**src/rtl/pc_audio_pkg.sv**
```systemverilog
// pc_audio_pkg
//   Shared definitions for the PC-8001 audio mixer: register addresses,
//   status bit positions, mixer state encoding and a constant clog2 helper.
//   No ports (package).
package pc_audio_pkg;

    // Register map (addresses 0..NCH-1 are the per-channel volumes)
    localparam logic [3:0] ADR_MUTE   = 4'h8;
    localparam logic [3:0] ADR_MASTER = 4'h9;
    localparam logic [3:0] ADR_STAT   = 4'hA;

    // Bit positions inside the status register
    localparam int STAT_CLIP    = 0;
    localparam int STAT_OVERRUN = 1;

    // Mix sequencer states
    typedef enum logic [1:0] {
        ST_IDLE  = 2'd0,
        ST_ACC   = 2'd1,
        ST_SCALE = 2'd2
    } mix_state_t;

    // Ceiling log2 for elaboration-time width calculations; clog2(1) = 0.
    function automatic int clog2(input int n);
        int r;
        int v;
        r = 0;
        v = 1;
        while (v < n) begin
            v = v << 1;
            r = r + 1;
        end
        return r;
    endfunction

endpackage

```
**src/rtl/pc_dsm_dac.sv**
```systemverilog
// pc_dsm_dac
//   First-order delta-sigma 1-bit DAC. Every clk the unsigned input is added
//   to a W-bit accumulator; the carry out of that add is the output bit, so
//   the pulse density of dout is din / 2^W.
// Ports:
//   clk      in   system clock
//   reset_n  in   asynchronous active-low reset (accumulator and dout clear)
//   din      in   W-bit unsigned level to convert
//   dout     out  registered bitstream
module pc_dsm_dac
    import pc_audio_pkg::*;
#(
    parameter int W = 16
) (
    input  logic         clk,
    input  logic         reset_n,
    input  logic [W-1:0] din,
    output logic         dout
);

    logic [W-1:0] dacc;
    logic [W:0]   sum;

    assign sum = {1'b0, dacc} + {1'b0, din};

    always_ff @(posedge clk or negedge reset_n) begin
        if (!reset_n) begin
            dacc <= '0;
            dout <= 1'b0;
        end else begin
            dacc <= sum[W-1:0];
            dout <= sum[W];
        end
    end

endmodule

```
**src/rtl/pc_audio_mixer.sv**
```systemverilog
// pc_audio_mixer
//   N-channel audio mixer for the PC-8001 I/O bus. Once every SAMPLE_DIV
//   clocks a mix pass walks the channels one per clk, accumulating
//   ch_in[i]*vol[i] for unmuted channels, then scales by the master volume,
//   saturates to OUT_W bits (setting a sticky clip flag) and feeds the result
//   to a first-order delta-sigma DAC.
// Ports:
//   clk, reset_n   system clock, asynchronous active-low reset
//   wr, adr, din   register write strobe / address / data (pre-decoded)
//   dout           registered read data for the current adr (1 clk latency)
//   ch_in          NCH unsigned IN_W-bit samples, channel i at [i*IN_W +: IN_W]
//   sample_out     mixed, saturated sample
//   sample_valid   one-clk pulse when sample_out updates
//   busy           high while a mix pass is in progress
//   dac_out        delta-sigma bitstream of sample_out
//   state_dbg      current sequencer state (mix_state_t encoding)
//
// Handshake: sample_valid is a one-cycle qualifier for sample_out with no
// ready/backpressure; a consumer must take the sample in the cycle
// sample_valid is high (sample_out then holds until the next pass anyway).
module pc_audio_mixer
    import pc_audio_pkg::*;
#(
    parameter int              NCH        = 8,
    parameter int              IN_W       = 10,
    parameter int              VOL_W      = 4,
    parameter int              OUT_W      = 16,
    parameter int              SAMPLE_DIV = 64,
    parameter logic [VOL_W-1:0] VOL_RST   = {VOL_W{1'b1}}
) (
    input  logic                clk,
    input  logic                reset_n,
    input  logic                wr,
    input  logic [3:0]          adr,
    input  logic [7:0]          din,
    output logic [7:0]          dout,
    input  logic [NCH*IN_W-1:0] ch_in,
    output logic [OUT_W-1:0]    sample_out,
    output logic                sample_valid,
    output logic                busy,
    output logic                dac_out,
    output logic [1:0]          state_dbg
);

    localparam int CNT_W  = (clog2(SAMPLE_DIV) > 0) ? clog2(SAMPLE_DIV) : 1;
    localparam int IDX_W  = (clog2(NCH) > 0) ? clog2(NCH) : 1;
    // Sum of NCH products of IN_W x VOL_W bits
    localparam int ACC_W  = IN_W + VOL_W + clog2(NCH);
    localparam int PROD_W = ACC_W + VOL_W;
    // Keep at least one bit above OUT_W so the saturation test is always legal
    localparam int R_W    = (PROD_W > OUT_W) ? PROD_W : OUT_W + 1;

    localparam logic [CNT_W-1:0] CNT_LAST = CNT_W'(SAMPLE_DIV - 1);
    localparam logic [IDX_W-1:0] IDX_LAST = IDX_W'(NCH - 1);

    // ------------------------------------------------------------------
    // Register file
    // ------------------------------------------------------------------
    logic [VOL_W-1:0] vol [NCH];
    logic [NCH-1:0]   mute;
    logic [VOL_W-1:0] master;
    logic             clip;
    logic             overrun;
    logic             clip_set;
    logic             overrun_set;
    logic             wr_stat;
    logic [7:0]       rd_data;

    assign wr_stat = wr && (adr == ADR_STAT);

    always_ff @(posedge clk or negedge reset_n) begin
        if (!reset_n) begin
            for (int i = 0; i < NCH; i++) begin
                vol[i] <= VOL_RST;
            end
            mute   <= '0;
            master <= '1;
        end else if (wr) begin
            for (int i = 0; i < NCH; i++) begin
                if (adr == 4'(i)) begin
                    vol[i] <= din[VOL_W-1:0];
                end
            end
            if (adr == ADR_MUTE) begin
                mute <= din[NCH-1:0];
            end
            if (adr == ADR_MASTER) begin
                master <= din[VOL_W-1:0];
            end
        end
    end

    // Sticky flags: a set in the same cycle as a clearing write wins.
    always_ff @(posedge clk or negedge reset_n) begin
        if (!reset_n) begin
            clip    <= 1'b0;
            overrun <= 1'b0;
        end else begin
            clip    <= clip_set    | (clip    & ~(wr_stat & din[STAT_CLIP]));
            overrun <= overrun_set | (overrun & ~(wr_stat & din[STAT_OVERRUN]));
        end
    end

    // Read mux; everything is zero-extended, unmapped addresses read 8'hFF.
    always_comb begin
        rd_data = 8'hFF;
        if (32'(adr) < 32'(NCH)) begin
            rd_data = '0;
            rd_data[VOL_W-1:0] = vol[adr[IDX_W-1:0]];
        end else if (adr == ADR_MUTE) begin
            rd_data = '0;
            rd_data[NCH-1:0] = mute;
        end else if (adr == ADR_MASTER) begin
            rd_data = '0;
            rd_data[VOL_W-1:0] = master;
        end else if (adr == ADR_STAT) begin
            rd_data = '0;
            rd_data[STAT_CLIP]    = clip;
            rd_data[STAT_OVERRUN] = overrun;
        end
    end

    always_ff @(posedge clk or negedge reset_n) begin
        if (!reset_n) begin
            dout <= '0;
        end else begin
            dout <= rd_data;
        end
    end

    // ------------------------------------------------------------------
    // Sample-rate divider
    // ------------------------------------------------------------------
    logic [CNT_W-1:0] cnt;
    logic             strobe;

    assign strobe = (cnt == CNT_LAST);

    always_ff @(posedge clk or negedge reset_n) begin
        if (!reset_n) begin
            cnt <= '0;
        end else begin
            cnt <= strobe ? '0 : cnt + 1'b1;
        end
    end

    // ------------------------------------------------------------------
    // Mix sequencer
    // ------------------------------------------------------------------
    mix_state_t       state;
    mix_state_t       state_d;
    logic [ACC_W-1:0] acc;
    logic [ACC_W-1:0] acc_d;
    logic [IDX_W-1:0] idx;
    logic [IDX_W-1:0] idx_d;
    logic             busy_d;
    logic             valid_d;
    logic [OUT_W-1:0] sample_d;
    logic [IN_W-1:0]  ch_cur;
    logic [ACC_W-1:0] term;
    logic [PROD_W-1:0] prod;
    logic [R_W-1:0]   r;

    assign state_dbg = state;

    always_ff @(posedge clk or negedge reset_n) begin
        if (!reset_n) begin
            state <= ST_IDLE;
        end else begin
            state <= state_d;
        end
    end

    always_comb begin
        state_d     = state;
        acc_d       = acc;
        idx_d       = idx;
        busy_d      = busy;
        valid_d     = 1'b0;
        sample_d    = sample_out;
        clip_set    = 1'b0;
        overrun_set = 1'b0;

        // Channel sample and volume are taken live in the channel's own cycle,
        // so register writes land even in the middle of a pass.
        ch_cur = ch_in[int'(idx) * IN_W +: IN_W];
        term   = mute[idx] ? {ACC_W{1'b0}} : ACC_W'(ch_cur) * ACC_W'(vol[idx]);
        prod   = PROD_W'(acc) * PROD_W'(master);
        r      = R_W'(prod >> VOL_W);

        case (state)
            ST_IDLE: begin
                if (strobe) begin
                    state_d = ST_ACC;
                    acc_d   = '0;
                    idx_d   = '0;
                    busy_d  = 1'b1;
                end
            end
            ST_ACC: begin
                acc_d = acc + term;
                if (idx == IDX_LAST) begin
                    state_d = ST_SCALE;
                end else begin
                    idx_d = idx + 1'b1;
                end
            end
            ST_SCALE: begin
                if (|r[R_W-1:OUT_W]) begin
                    sample_d = '1;
                    clip_set = 1'b1;
                end else begin
                    sample_d = r[OUT_W-1:0];
                end
                valid_d = 1'b1;
                busy_d  = 1'b0;
                state_d = ST_IDLE;
            end
            default: begin
                state_d = ST_IDLE;
                busy_d  = 1'b0;
            end
        endcase

        // A strobe that arrives while a pass is still running is dropped.
        if (strobe && (state != ST_IDLE)) begin
            overrun_set = 1'b1;
        end
    end

    always_ff @(posedge clk or negedge reset_n) begin
        if (!reset_n) begin
            acc          <= '0;
            idx          <= '0;
            busy         <= 1'b0;
            sample_valid <= 1'b0;
            sample_out   <= '0;
        end else begin
            acc          <= acc_d;
            idx          <= idx_d;
            busy         <= busy_d;
            sample_valid <= valid_d;
            sample_out   <= sample_d;
        end
    end

    // ------------------------------------------------------------------
    // Delta-sigma DAC on the mixed sample
    // ------------------------------------------------------------------
    pc_dsm_dac #(
        .W (OUT_W)
    ) u_dac (
        .clk     (clk),
        .reset_n (reset_n),
        .din     (sample_out),
        .dout    (dac_out)
    );

endmodule

```
**config.mk**
```make
export PLATFORM = sky130hd
export DESIGN_NAME = pc_audio_mixer
export DESIGN_NICKNAME = d
export VERILOG_FILES = /design/src/rtl/pc_audio_pkg.sv /design/src/rtl/pc_dsm_dac.sv /design/src/rtl/pc_audio_mixer.sv
export SDC_FILE = /design/constraint.sdc
export NUM_CORES = 1
export LEC_CHECK = 0
export BUFFER_PORTS_ARGS = -buffer_cell sky130_fd_sc_hd__clkbuf_2
export CORE_MARGIN = 2
export CORE_UTILIZATION = 64
export CTS_CLUSTER_SIZE = 20
export DETAILED_ROUTE_END_ITERATION = 16
export PLACE_DENSITY_LB_ADDON = 0.2
export SLEW_MARGIN = 20
export SYNTH_ARGS = -nofsm -noshare
export SYNTH_HDL_FRONTEND = slang
export SYNTH_HIERARCHICAL = 1
export SYNTH_SLANG_ARGS = --single-unit
```
**constraint.sdc**
```tcl
create_clock -name clk -period 12.3 [get_ports clk]
set_clock_uncertainty 0.2 [all_clocks]
set_input_delay 1.23 -clock clk [delete_from_list [all_inputs] [get_ports clk]]
set_output_delay 1.23 -clock clk [all_outputs]
set_load 0.005 [all_outputs]
```
# [After elaboration in Yosys (flattened, before gate mapping)]
# Index checks and enable logic that the tools add are counted.
[totals] ram_bits=0 romBits=0 word_cells=111 inputBits=95 n_memories=0 latchBits=0 regBits=117
[op_classes] order_cmp=4 n_mux=29 n_mul=3 n_addsub=4 div=0 n_eq_ne=17 bitwise_logic=11 n_reduce_logical=20 shift=1
[op_table] cell="$shiftx A80 B8 Y10" count=1
[op_table] cell="$pmux W17 S2" count=1
[op_table] cell="$mux W8" count=4
[op_table] cell="$reduce_and A2 Y1" count=13
[op_table] cell="$bmux W4 S3" count=2
[op_table] cell="$mul A17 B4 Y21" count=1
[op_table] cell="$add A16 B16 Y17" count=1
[op_table] cell="$add A17 B14 Y17" count=1
[op_table] cell="$mux W17" count=1
[op_table] cell="$eq A4 B3 Y1 const B" count=4
[op_table] cell="$mux W16" count=1
[op_table] cell="$mux W4" count=4
[op_table] cell="$mul A10 B4 Y14" count=1
[op_table] cell="$mux W14" count=1
[op_table] cell="$eq A4 B4 Y1 const B" count=3
[op_table] cell="$eq A4 B2 Y1 const B" count=2
[op_table] cell="$ge A4 B4 Y1 const B" count=2
[op_table] cell="$not A3 Y4" count=2
[op_table] cell="$add A6 B1 Y6 const B" count=1
[op_table] cell="$eq A6 B6 Y1 const B" count=1
[op_table] cell="$mul A3 B3 Y6 const B" count=1
[op_table] cell="$mux W1" count=6
[op_table] cell="$mux W3" count=2
[op_table] cell="$mux W6" count=1
[op_table] cell="21 further kinds" count=32

# [Longest topological paths before layout]
# Gate-level depths: netlist (run 1).
[logic_depth] ltp_word=8 ltp_mapped=27 depth_no_buf=24

# [Hierarchy]
# The synthesis (run 1) kept the hierarchy.
[by_module_without_submodules] module="pc_audio_mixer" cells_each=850 area_each_um2=8712.1 instances=1 seq_area_each_um2=2547.4
[by_module_without_submodules] module="pc_dsm_dac" cells_each=119 area_each_um2=1187.4 instances=1 seq_area_each_um2=425.4

# [Worst setup path after synthesis (run 1)]
# No wires, ideal clock.
[synth_path] path_kind="input-to-reg" from="in ch_in[71]" to="reg acc[16]" path_buffers=0 setup_time_ns=0.139 path_slack_ns=5.960 path_stages=22 t_arrival_ns=6.001 t_required_ns=11.961 cell_sequence="mux4_2 mux2i_1 or2_2 fa_1 fa_1 inv_1 fa_1 a21o_1 a21oi_1 o21ai_0 and2_1 o41ai_1 xor2_1 nor2_1 ha_1 nor3_1 nand3b_1 a2111oi_0 o31a_1 nor4_1 xnor2_1 nor2_1"
[synth_via] elab_chain_cells=5
[synth_rtl] item="start: declaration" line="pc_audio_mixer.sv:37" source="input logic [NCH*IN_W-1:0] ch_in,"
[synth_rtl] item="$shiftx A80 B8 Y10" line="pc_audio_mixer.sv:186" source="ch_cur = ch_in[int'(idx) * IN_W +: IN_W];"
[synth_rtl] item="$mul A10 B4 Y14" line="pc_audio_mixer.sv:187" source="term = mute[idx] ? {ACC_W{1'b0}} : ACC_W'(ch_cur) * ACC_W'(vol[idx]);"
[synth_rtl] item="$mux W14" line="pc_audio_mixer.sv:187"
[synth_rtl] item="$add A17 B14 Y17" line="pc_audio_mixer.sv:201" source="acc_d = acc + term;"
[synth_rtl] item="$pmux W17 S2" line="pc_audio_mixer.sv:191" source="case (state)"
[synth_rtl] item="end signal: assignment" line="pc_audio_mixer.sv:233" source="acc <= '0;"
[synth_rtl] item="end signal: assignment" line="pc_audio_mixer.sv:239" source="acc <= acc_d;"
[synth_rtl] item="end: declaration" line="pc_audio_mixer.sv:152" source="logic [ACC_W-1:0] acc;"
# Every way passes these cells.
# A chain may end at the register's enable or synchronous reset.

# [Final worst setup path (run 1)]
[layout_path] from="reg idx[0]" to="reg acc[16]"
[layout_via] elab_chain_cells=8 elab_cells_between_ends=12
[layout_rtl] item="start: declaration" line="pc_audio_mixer.sv:154" source="logic [IDX_W-1:0] idx;"
[layout_rtl] item="start signal: assignment" line="pc_audio_mixer.sv:240" source="idx <= idx_d;"
[layout_rtl] item="parallel branches: the longest is 5 deep, another holds $mul A10 B4 Y14"
[layout_rtl] item="$mux W14 (*)" line="pc_audio_mixer.sv:187"
[layout_rtl] item="$add A17 B14 Y17 (*)" line="pc_audio_mixer.sv:201"
[layout_rtl] item="$pmux W17 S2 (*)" line="pc_audio_mixer.sv:191"
# Mark *: on every way between the ends. The select of a mux whose other input is x is not followed.

==> reports/metrics.csv, run 1 <==
metric;value;unit
synth cell count leaders;nand2_1, nor2_1, dfrtp_1;
Slew Limit Fails;0;
VDD IR-drop max;104;uV
crit path DAT;7.19;ns
worst-skew pair later-pin latency;0.42;ns
leakage power;5.45;nW
core area;0.0151;mm^2
Setup TNS Final;0;ns
share of layout cells above drive strength 1;0.289;
post-synthesis cell count;969;
vias per cell;6.04;
Layout area overhead;13.1;%
critical path launch point type;flop;
full die area;0.0165;mm^2
Setup CP Type;flop to flop;
maxcap violations;0;
vias in the first global route;7918;
DRT antenna net count;0;
fin cells;1277;
r2r endpoint;acc[16];
synthesized area per cell;10.2;um^2
CTS Hold Bufs;0;
# fillers;1085;
initial antenna violation count;0;
global-route wire length before repair;37300;um
H-tree depth;4;
R2R Setup Slk;5.22;ns
final setup fails;0;
Final Hold Fails;0;
gpl congestion;0.882;
number of port buffers;123;
WL met1;8940;um
Synth area leaders;dfrtp_1, dfstp_2, fa_1, ha_1, mux4_2;
CTS tree;done;
Pwr Total;0.00134;W
Antenna Cells;0;
R2R depth;22;
initial DRC count;421;
asr flop ratio synth;1.00;
Slew @ Worst Pin;0.968;ns
outcome;finished, final reports clean;
Post-CTS Resized;0;
CP endpoint;acc[16];
PwrDens;120;mW/mm^2
largest net degree at the start of global routing;72;
crit path time final;7.08;ns
Routed WL per cell;17.6;um
Die X;128;um
metal2 WL;11800;um
clock transition at the registers of the reported paths;0.06;ns
setup bufs post-CTS;0;
Yosys cell types;67;
Post-synth top flop;dfrtp_1;
RSZ-0062 raised after global routing;no;
syn_nets;1185;
area of the multi-input gates;0.00648;mm^2
via count;7717;
clock tree sinks;117;
slew margin rel.;0.355;
Seq/Total Area, Yosys;0.300;
global route overflow;0;
Max FO, Critical Path;32;
synthesized cell area;0.00990;mm^2
Worst Path Required;12.41;ns
clock buffer depth;2;
top cell type's share of synthesized area;0.205;
final period utilization;0.576;
CTS buffer count;17;
Routed WL;22400;um
Worst Hold Class;flop to flop;
DR WL met3;1040;um
storage element area;0.00298;mm^2
CP startpoint;idx[0];
most common cell in the netlist;nand2_1;
dpl cells;1245;
Synth Register Bits;117;
HPWL Detailed;16900;um
GR Util All Layers;0.290;
reg-to-reg startpoint;idx[0];
IO Pins;124;
Die Ht;128;um
area leader, netlist;dfrtp_1;
# rows;45;
FMAX;0.141;GHz
Crit. End Element;flop;
YS warnings;6;
number of synthesized flops with an enable pin;0;
Remaining DRCs;0;
min-delay src;cnt[5];
Layout Nets;1292;
First-pass DRT Iterations;6;
Initial Util;0.654;
Top Metal Used;met4;
CTS Root Buffer Type;clkbuf_16;
## cells in the final DEF (no fill, tap or decap), types with 29 or more instances in the layout
master    count
nand2_1      88
a21oi_1      45
o21ai_0      31
fa_1         47
inv_1        76
nor2_1       86
ha_1         74
dfrtp_1      80
dfstp_2      36
mux4_2       38
mux2_2       48
xnor2_1      29
clkbuf_2    122
## worst min-delay path by stage
| stage | slack, ns | cells past startpoint | end |
|---|---|---|---|
| final | 0.28 | 1 | cnt[5] |
| after global routing | 0.30 | 1 | busy |
| after CTS | 0.29 | 1 | busy |
| after detailed placement | 0.26 | 1 | u_dac/dacc[0] |
| after global placement | 0.25 | 1 | u_dac/dacc[0] |
| after floorplan | 0.24 | 1 | cnt[5] |
## cells by family after synthesis
family	count (synthesis)	share of synthesized area
fa+ha+maj	121	0.189
buf+inv	115	0.0464
xor+xnor	49	0.0452
simple gates	287	0.138
flops	117	0.300
compound gates	178	0.124
mux	102	0.157
## layout make-up
class	instances	share of cell area
tap	188	0.0210
clock buffer	23	0.0456
timing repair buffer	127	0.0579
clock inverter	9	0.00581
multi-input combinational	737	0.578
sequential	117	0.266
inverter	76	0.0255
## registers in the layout, indices dropped and copies added, names as in the netlist, 3 cells and up
register and flops:
vol 32, acc 17, u_dac/dacc 16, master 4, cnt 6, dout 8
sample_out 16, idx 3, mute 8
## power by group
| part | internal [W] | total [W] | leakage [nW] | switching, W |
|---|---|---|---|---|
| sequential | 0.000445 | 0.000493 | 1.46 | 0.0000479 |
| clock | 0.000293 | 0.000476 | 0.281 | 0.000183 |
| combinational | 0.000179 | 0.000374 | 3.71 | 0.000195 |
| total | 0.000917 | 0.00134 | 5.45 | 0.000426 |
## routing by layer
layer / track usage / up-vias
met4: 0.118 / 0
met2: 0.537 / 285
li1: - / 3630
met3: 0.0432 / 48
met5: 0 / -
met1: 0.337 / 3754
## worst max-delay path: stages (launching register included)
cell	delay, ns
dfrtp_4	0.82
mux4_2	0.61
mux2i_1	0.65
or2_2	0.26
fa_1	0.45
fa_1	0.54
inv_1	0.07
fa_1	0.45
a21o_1	0.19
a21oi_1	0.22
o21ai_0	0.11
and2_1	0.17
o41ai_1	0.42
xor2_1	0.18
nor2_1	0.06
ha_1	0.23
nor3_1	0.27
nand3b_1	0.10
a2111oi_0	0.45
o31a_1	0.23
nor4_1	0.07
xnor2_1	0.13
nor2_1	0.05
## through the flow
stage	worst slack, ns	hold WS [ns]	util	area (um^2)
2_1_floorplan	5.96	0.243	-	9900
6_report	5.22	0.281	0.739	11200
3_3_place_gp	5.28	0.253	0.701	10600
5_1_grt	4.70	0.305	0.739	11200
4_1_cts	4.96	0.287	0.739	11200
3_5_place_dp	5.09	0.261	0.701	10600
Note: power is estimated with default switching activity, not from simulation.
==> run 2: changes to the inputs <==
--- a/config.mk
+++ b/config.mk
@@ -5,9 +5,10 @@
 export SDC_FILE = /design/constraint.sdc
 export NUM_CORES = 1
 export LEC_CHECK = 0
+export ABC_AREA = 1
 export BUFFER_PORTS_ARGS = -buffer_cell sky130_fd_sc_hd__clkbuf_2
 export CORE_MARGIN = 2
-export CORE_UTILIZATION = 64
+export CORE_UTILIZATION = 60
 export CTS_CLUSTER_SIZE = 20
 export DETAILED_ROUTE_END_ITERATION = 16
 export PLACE_DENSITY_LB_ADDON = 0.2
==> constraint.sdc (replaced) <==
create_clock -name clk -period 7.3 [get_ports clk]
set_clock_uncertainty 0.2 [all_clocks]
set_input_delay 0.73 -clock clk [delete_from_list [all_inputs] [get_ports clk]]
set_output_delay 0.73 -clock clk [all_outputs]
set_load 0.005 [all_outputs]
==> reports/metrics.csv, run 2 <==
metric;value;unit
DRT antenna net count;0;
synthesized cell area;0.0106;mm^2
Routed WL per cell;14.4;um
commonest non-fill, non-tap cell in the layout;nand2_1;
global-route wire length before repair;45000;um
RSZ-0062 raised after global routing;no;
top flop regs;vol (32), acc (17);
initial DRC count;912;
CTS Hold Bufs;0;
crit path max-delay cell type;inv_2;
multiplexer share of the synthesized area;0.00307;
simple-gate share of the synthesized area;0.252;
YS warnings;6;
worst-skew pair later-pin latency;0.43;ns
most common cell in the netlist;nand2_1;
full die area;0.0188;mm^2
initial antenna violation count;0;
Final Hold Fails;0;
final setup fails;0;
Compound-Gate Fraction of Synth Area;0.162;
r2r endpoint;acc[13];
Synth area leaders;dfrtp_1, nand2_1, dfstp_2, fa_1, ha_1;
Yosys cell types;49;
maxcap violations;0;
global route overflow;0;
most frequent cells in the layout;nand2_1, inv_1, nor2_1;
vias per cell;5.53;
Synth Area in Adders;0.176;
Synth Register Bits;117;
most frequent CP cell;nand2_1;
Layout Nets;1842;
asr flop ratio synth;1.00;
final period utilization;0.812;
CTS Root Buffer Type;clkbuf_16;
# fillers;1465;
Layout area overhead;13.0;%
Slew Limit Fails;0;
H-tree depth;4;
gpl congestion;0.969;
Die X;137;um
Initial Util;0.613;
clock tree sinks;117;
Seq/Total Area, Yosys;0.280;
critical path launch point type;flop;
Post-CTS Resized;0;
largest stage delay on the critical path;0.66;ns
Max FO, Critical Path;67;
post-route worst setup slack;1.37;ns
Largest register FFs;32;
synthesized area per cell;6.97;um^2
FMAX;0.169;GHz
core area;0.0173;mm^2
largest family of logic cells by synthesized area;simple AND/OR/NAND/NOR gates;
syn_nets;1738;
number of port buffers;123;
Worst Hold Class;input port to asynchronous set/reset pin;
largest net degree at the start of global routing;68;
Setup TNS Final;0;ns
Crit. End Element;flop;
PwrDens;339;mW/mm^2
Routed WL;26900;um
area leader, netlist;dfrtp_1;
Slew @ Worst Pin;0.923;ns
Worst Path Required;7.45;ns
WHS;0.156;ns
reg-to-reg startpoint;idx[0];
HPWL Detailed;20500;um
outcome;finished, final reports clean;
vias in the first global route;9833;
R2R Setup Slk;1.37;ns
top cell type's share of synthesized area;0.191;
IO Pins;124;
setup bufs post-CTS;0;
Post-synth top flop;dfrtp_1;
Remaining DRCs;0;
Antenna Cells;0;
via count;10300;
Synth Area in XOR/XNOR;0.0215;
First-pass DRT Iterations;6;
post-synthesis cell count;1522;
pre-CTS WS;1.46;ns
VDD IR-drop max;232;uV
Pwr Total;0.00406;W
Die Ht;137;um
CTS tree;done;
clock transition at the registers of the reported paths;0.06;ns
Setup CP Type;flop to flop;
# rows;48;
crit path DAT;6.08;ns
slew margin rel.;0.382;
Biggest register;vol;
CTS buffer count;17;
leakage power;6.68;nW
GR Util All Layers;0.298;
share of layout cells above drive strength 1;0.140;
number of synthesized flops with an enable pin;0;
crit path time final;5.93;ns
R2R depth;28;
clock buffer depth;2;
synth cell count leaders;nand2_1, inv_1, nor2_1;
## run 2: cell count changes in the layout (fill, tap and decap cells not counted), sizes merged, moves of 46 or more
cell   delta
nor2     +90
nand2   +307
mux2     -46
nand3    +49
inv     +171
o21ai   +128
## run 2: final cells by class
| cell class | instances | area (um^2) | share of cell area |
|---|---|---|---|
| clock buffers | 21 | 526 | 0.0439 |
| clock inverters | 11 | 121 | 0.0101 |
| inverters | 244 | 921 | 0.0769 |
| multi-input cells | 1120 | 6520 | 0.544 |
| flip-flops and latches | 117 | 2970 | 0.248 |
| well taps | 225 | 282 | 0.0235 |
| repair buffers | 126 | 641 | 0.0535 |
## run 2: worst max path at each step
stage | startpoint | end | slack (ns)
after floorplan | idx[0] | acc[13] | 2.37
after global placement | idx[1] | acc[13] | 1.59
after detailed placement | idx[1] | acc[13] | 1.46
after CTS | idx[1] | acc[13] | 1.41
after global routing | idx[0] | acc[13] | 0.77
final | idx[0] | acc[13] | 1.37
## run 2: layer usage
layer / global-route usage / routed length [um]
met2: 0.529 / 13400
met1: 0.368 / 11300
met5: 0 / 0
met3: 0.0474 / 1440
met4: 0.101 / 696
## run 2: worst max-delay path: cells and delay by family (launching register included)
family | cells | cell delay (ns)
buffers and inverters | 4 | 1.00
AOI/OAI and AO/OA | 10 | 1.62
and+or+nand+nor | 9 | 0.64
DFF | 1 | 0.38
xor gates and xnor gates | 1 | 0.16
adders and majority gates | 4 | 1.77
## run 2: through the flow
step                utilization  cell area (um^2)  std cells
global placement          0.655             11300       1832
detailed placement        0.655             11300       1832
global route              0.693             12000       1864
CTS                       0.693             12000       1864
finish                    0.693             12000       1864
floorplan                     -             10600       1522
## run 2: cell families after synthesis
kind of cell / after synthesis
compound gates: 312
buf+inv: 285
simple gates: 658
mux: 3
xor+xnor: 26
flops: 117
fa+ha+maj: 121
## run 2: report_power, final
part           total (W)  leakage, nW  switching, W  internal [W]
registers       0.000810         1.38     0.0000691      0.000741
logic            0.00233         4.98       0.00147      0.000863
clock network   0.000918        0.321      0.000356      0.000562
total            0.00406         6.68       0.00189       0.00217
==> run 3: changes to the inputs <==
--- a/config.mk
+++ b/config.mk
@@ -8,7 +8,7 @@
 export ABC_AREA = 1
 export BUFFER_PORTS_ARGS = -buffer_cell sky130_fd_sc_hd__clkbuf_2
 export CORE_MARGIN = 2
-export CORE_UTILIZATION = 60
+export CORE_UTILIZATION = 55
 export CTS_CLUSTER_SIZE = 20
 export DETAILED_ROUTE_END_ITERATION = 16
 export PLACE_DENSITY_LB_ADDON = 0.2
==> constraint.sdc (replaced) <==
create_clock -name clk -period 4.8 [get_ports clk]
set_clock_uncertainty 0.2 [all_clocks]
set_input_delay 0.48 -clock clk [delete_from_list [all_inputs] [get_ports clk]]
set_output_delay 0.48 -clock clk [all_outputs]
set_load 0.005 [all_outputs]
==> reports/metrics.csv, run 3 (synthesis gave the netlist of run 2 again) <==
metric;value;unit
Max FO, Critical Path;7;
Antenna Cells;0;
vias in the first global route;10600;
slew margin rel.;0.431;
Remaining DRCs;0;
initial DRC count;798;
final setup fails;11;
GR Util All Layers;0.295;
commonest non-fill, non-tap cell in the layout;nand2_1;
clock transition at the registers of the reported paths;0.07;ns
via count;11000;
Die Ht;143;um
Slew @ Worst Pin;0.850;ns
H-tree depth;4;
IO Pins;124;
critical path's top delay family;adder cells;
top flop regs;vol (32), acc (17);
full die area;0.0204;mm^2
global route overflow;0;
Die X;143;um
clock buffer depth;2;
CTS Root Buffer Type;clkbuf_16;
HPWL Detailed;22100;um
Slew Limit Fails;0;
R2R Setup Slk;-0.38;ns
worst-skew pair later-pin latency;0.43;ns
Worst Hold Class;input port to asynchronous set/reset pin;
Crit. End Element;flop;
DR WL met3;1660;um
Final Hold Fails;7;
crit path buf inv count;9;
maxcap violations;0;
crit path max-delay cell type;fa_1;
largest stage delay on the critical path;0.52;ns
Setup CP Type;flop to flop;
final core occ;0.734;
crit path time final;5.18;ns
failing checks;negative hold slack, negative setup slack;
initial antenna violation count;0;
post-route worst setup slack;-0.377;ns
dpl cells;1954;
DRT antenna net count;0;
Layout area overhead;30.4;%
crit path DAT;5.33;ns
FMAX;0.193;GHz
CTS buffer count;17;
critical path launch point type;flop;
VDD IR-drop max;338;uV
share of layout cells above drive strength 1;0.284;
WL met1;12100;um
metal2 WL;15500;um
Initial Util;0.563;
outcome;finished with violations;
global-route wire length before repair;48300;um
Biggest register;vol;
leakage power;7.42;nW
CTS tree;done;
# rows;50;
Largest register FFs;32;
RSZ-0062 raised after global routing;yes;
final period utilization;1.08;
Layout Nets;1966;
WHS;-0.0215;ns
Routed WL per cell;15.1;um
largest net degree at the start of global routing;66;
vias per cell;5.43;
clock tree sinks;117;
CTS Hold Bufs;0;
First-pass DRT Iterations;6;
most frequent cells in the layout;nand2_1, inv_1, nor2_1;
Routed WL;30600;um
gpl congestion;0.934;
number of port buffers;123;
core area;0.0188;mm^2
fin cells;2023;
Worst Path Required;4.96;ns
Top Metal Used;met4;
PwrDens;515;mW/mm^2
-- run 3: changes by cell type in the layout (fill, tap and decap cells not counted), sizes merged --
| cell | previous run | this run |
|---|---|---|
| inv | 251 | 252 |
| clkinvlp | 0 | 1 |
| clkinv | 3 | 5 |
| clkbuf | 143 | 140 |
| bufinv | 1 | 0 |
| buf | 4 | 128 |
-- run 3: area by class of cell --
| cell class | count | area (um^2) |
|---|---|---|
| clock buffer | 18 | 429 |
| clock inverter | 14 | 114 |
| fill | 1403 | 5000 |
| inverter | 244 | 933 |
| multi-input combinational | 1120 | 7220 |
| sequential | 117 | 2980 |
| tap | 260 | 325 |
| timing repair buffer | 250 | 1830 |
-- run 3: per-layer routing --
layer / track usage / up-vias
met1: 0.344 / 5089
met2: 0.535 / 475
li1: - / 5330
met5: 0 / -
met3: 0.0379 / 101
met4: 0.147 / 0
-- run 3: worst paths after layout --
path,startpoint,end,cells past startpoint
max,idx[0],acc[11],29
min,reset_n,acc[4],2
max reg2reg,idx[0],acc[11],29
min reg2reg,u_dac/dacc[0],u_dac/dacc[0],1
max in group asynchronous,reset_n,dout[4],2
min in group clk,din[7],mute[7],2
-- run 3: worst reg2reg max path: cells and delay by family, from the launching register on --
| family | cells | cell delay [ns] |
|---|---|---|
| xor+xnor | 1 | 0.14 |
| buf+inv | 9 | 1.02 |
| simple gates | 7 | 0.70 |
| compound gates | 8 | 1.07 |
| fa+ha+maj | 4 | 1.57 |
| flops | 1 | 0.42 |
-- run 3: timing repair --
item,in CTS,in global routing
resized for setup,130,123
buffers inserted,22,11
setup endpoints to repair,12,12
pin swaps,57,65
gates cloned,4,0
-- run 3: stage by stage --
step,TNS (ns),setup WS [ns],total power (W),cell area [um^2]
floorplan,-0.00172,-0.00172,0.00402,10700
global placement,-1.97,-0.284,0.00503,12200
detailed placement,-2.90,-0.387,0.00512,12200
CTS,-0.937,-0.172,0.00663,13300
global route,-4.91,-0.568,0.00767,13800
finish,-2.53,-0.377,0.00712,13800
-- run 3: report_power, final --
group	internal (W)	switching (W)	leakage, nW	total [W]
sequential	0.00113	0.000107	1.38	0.00123
clock	0.000674	0.000525	0.268	0.00120
combinational	0.00196	0.00273	5.77	0.00469
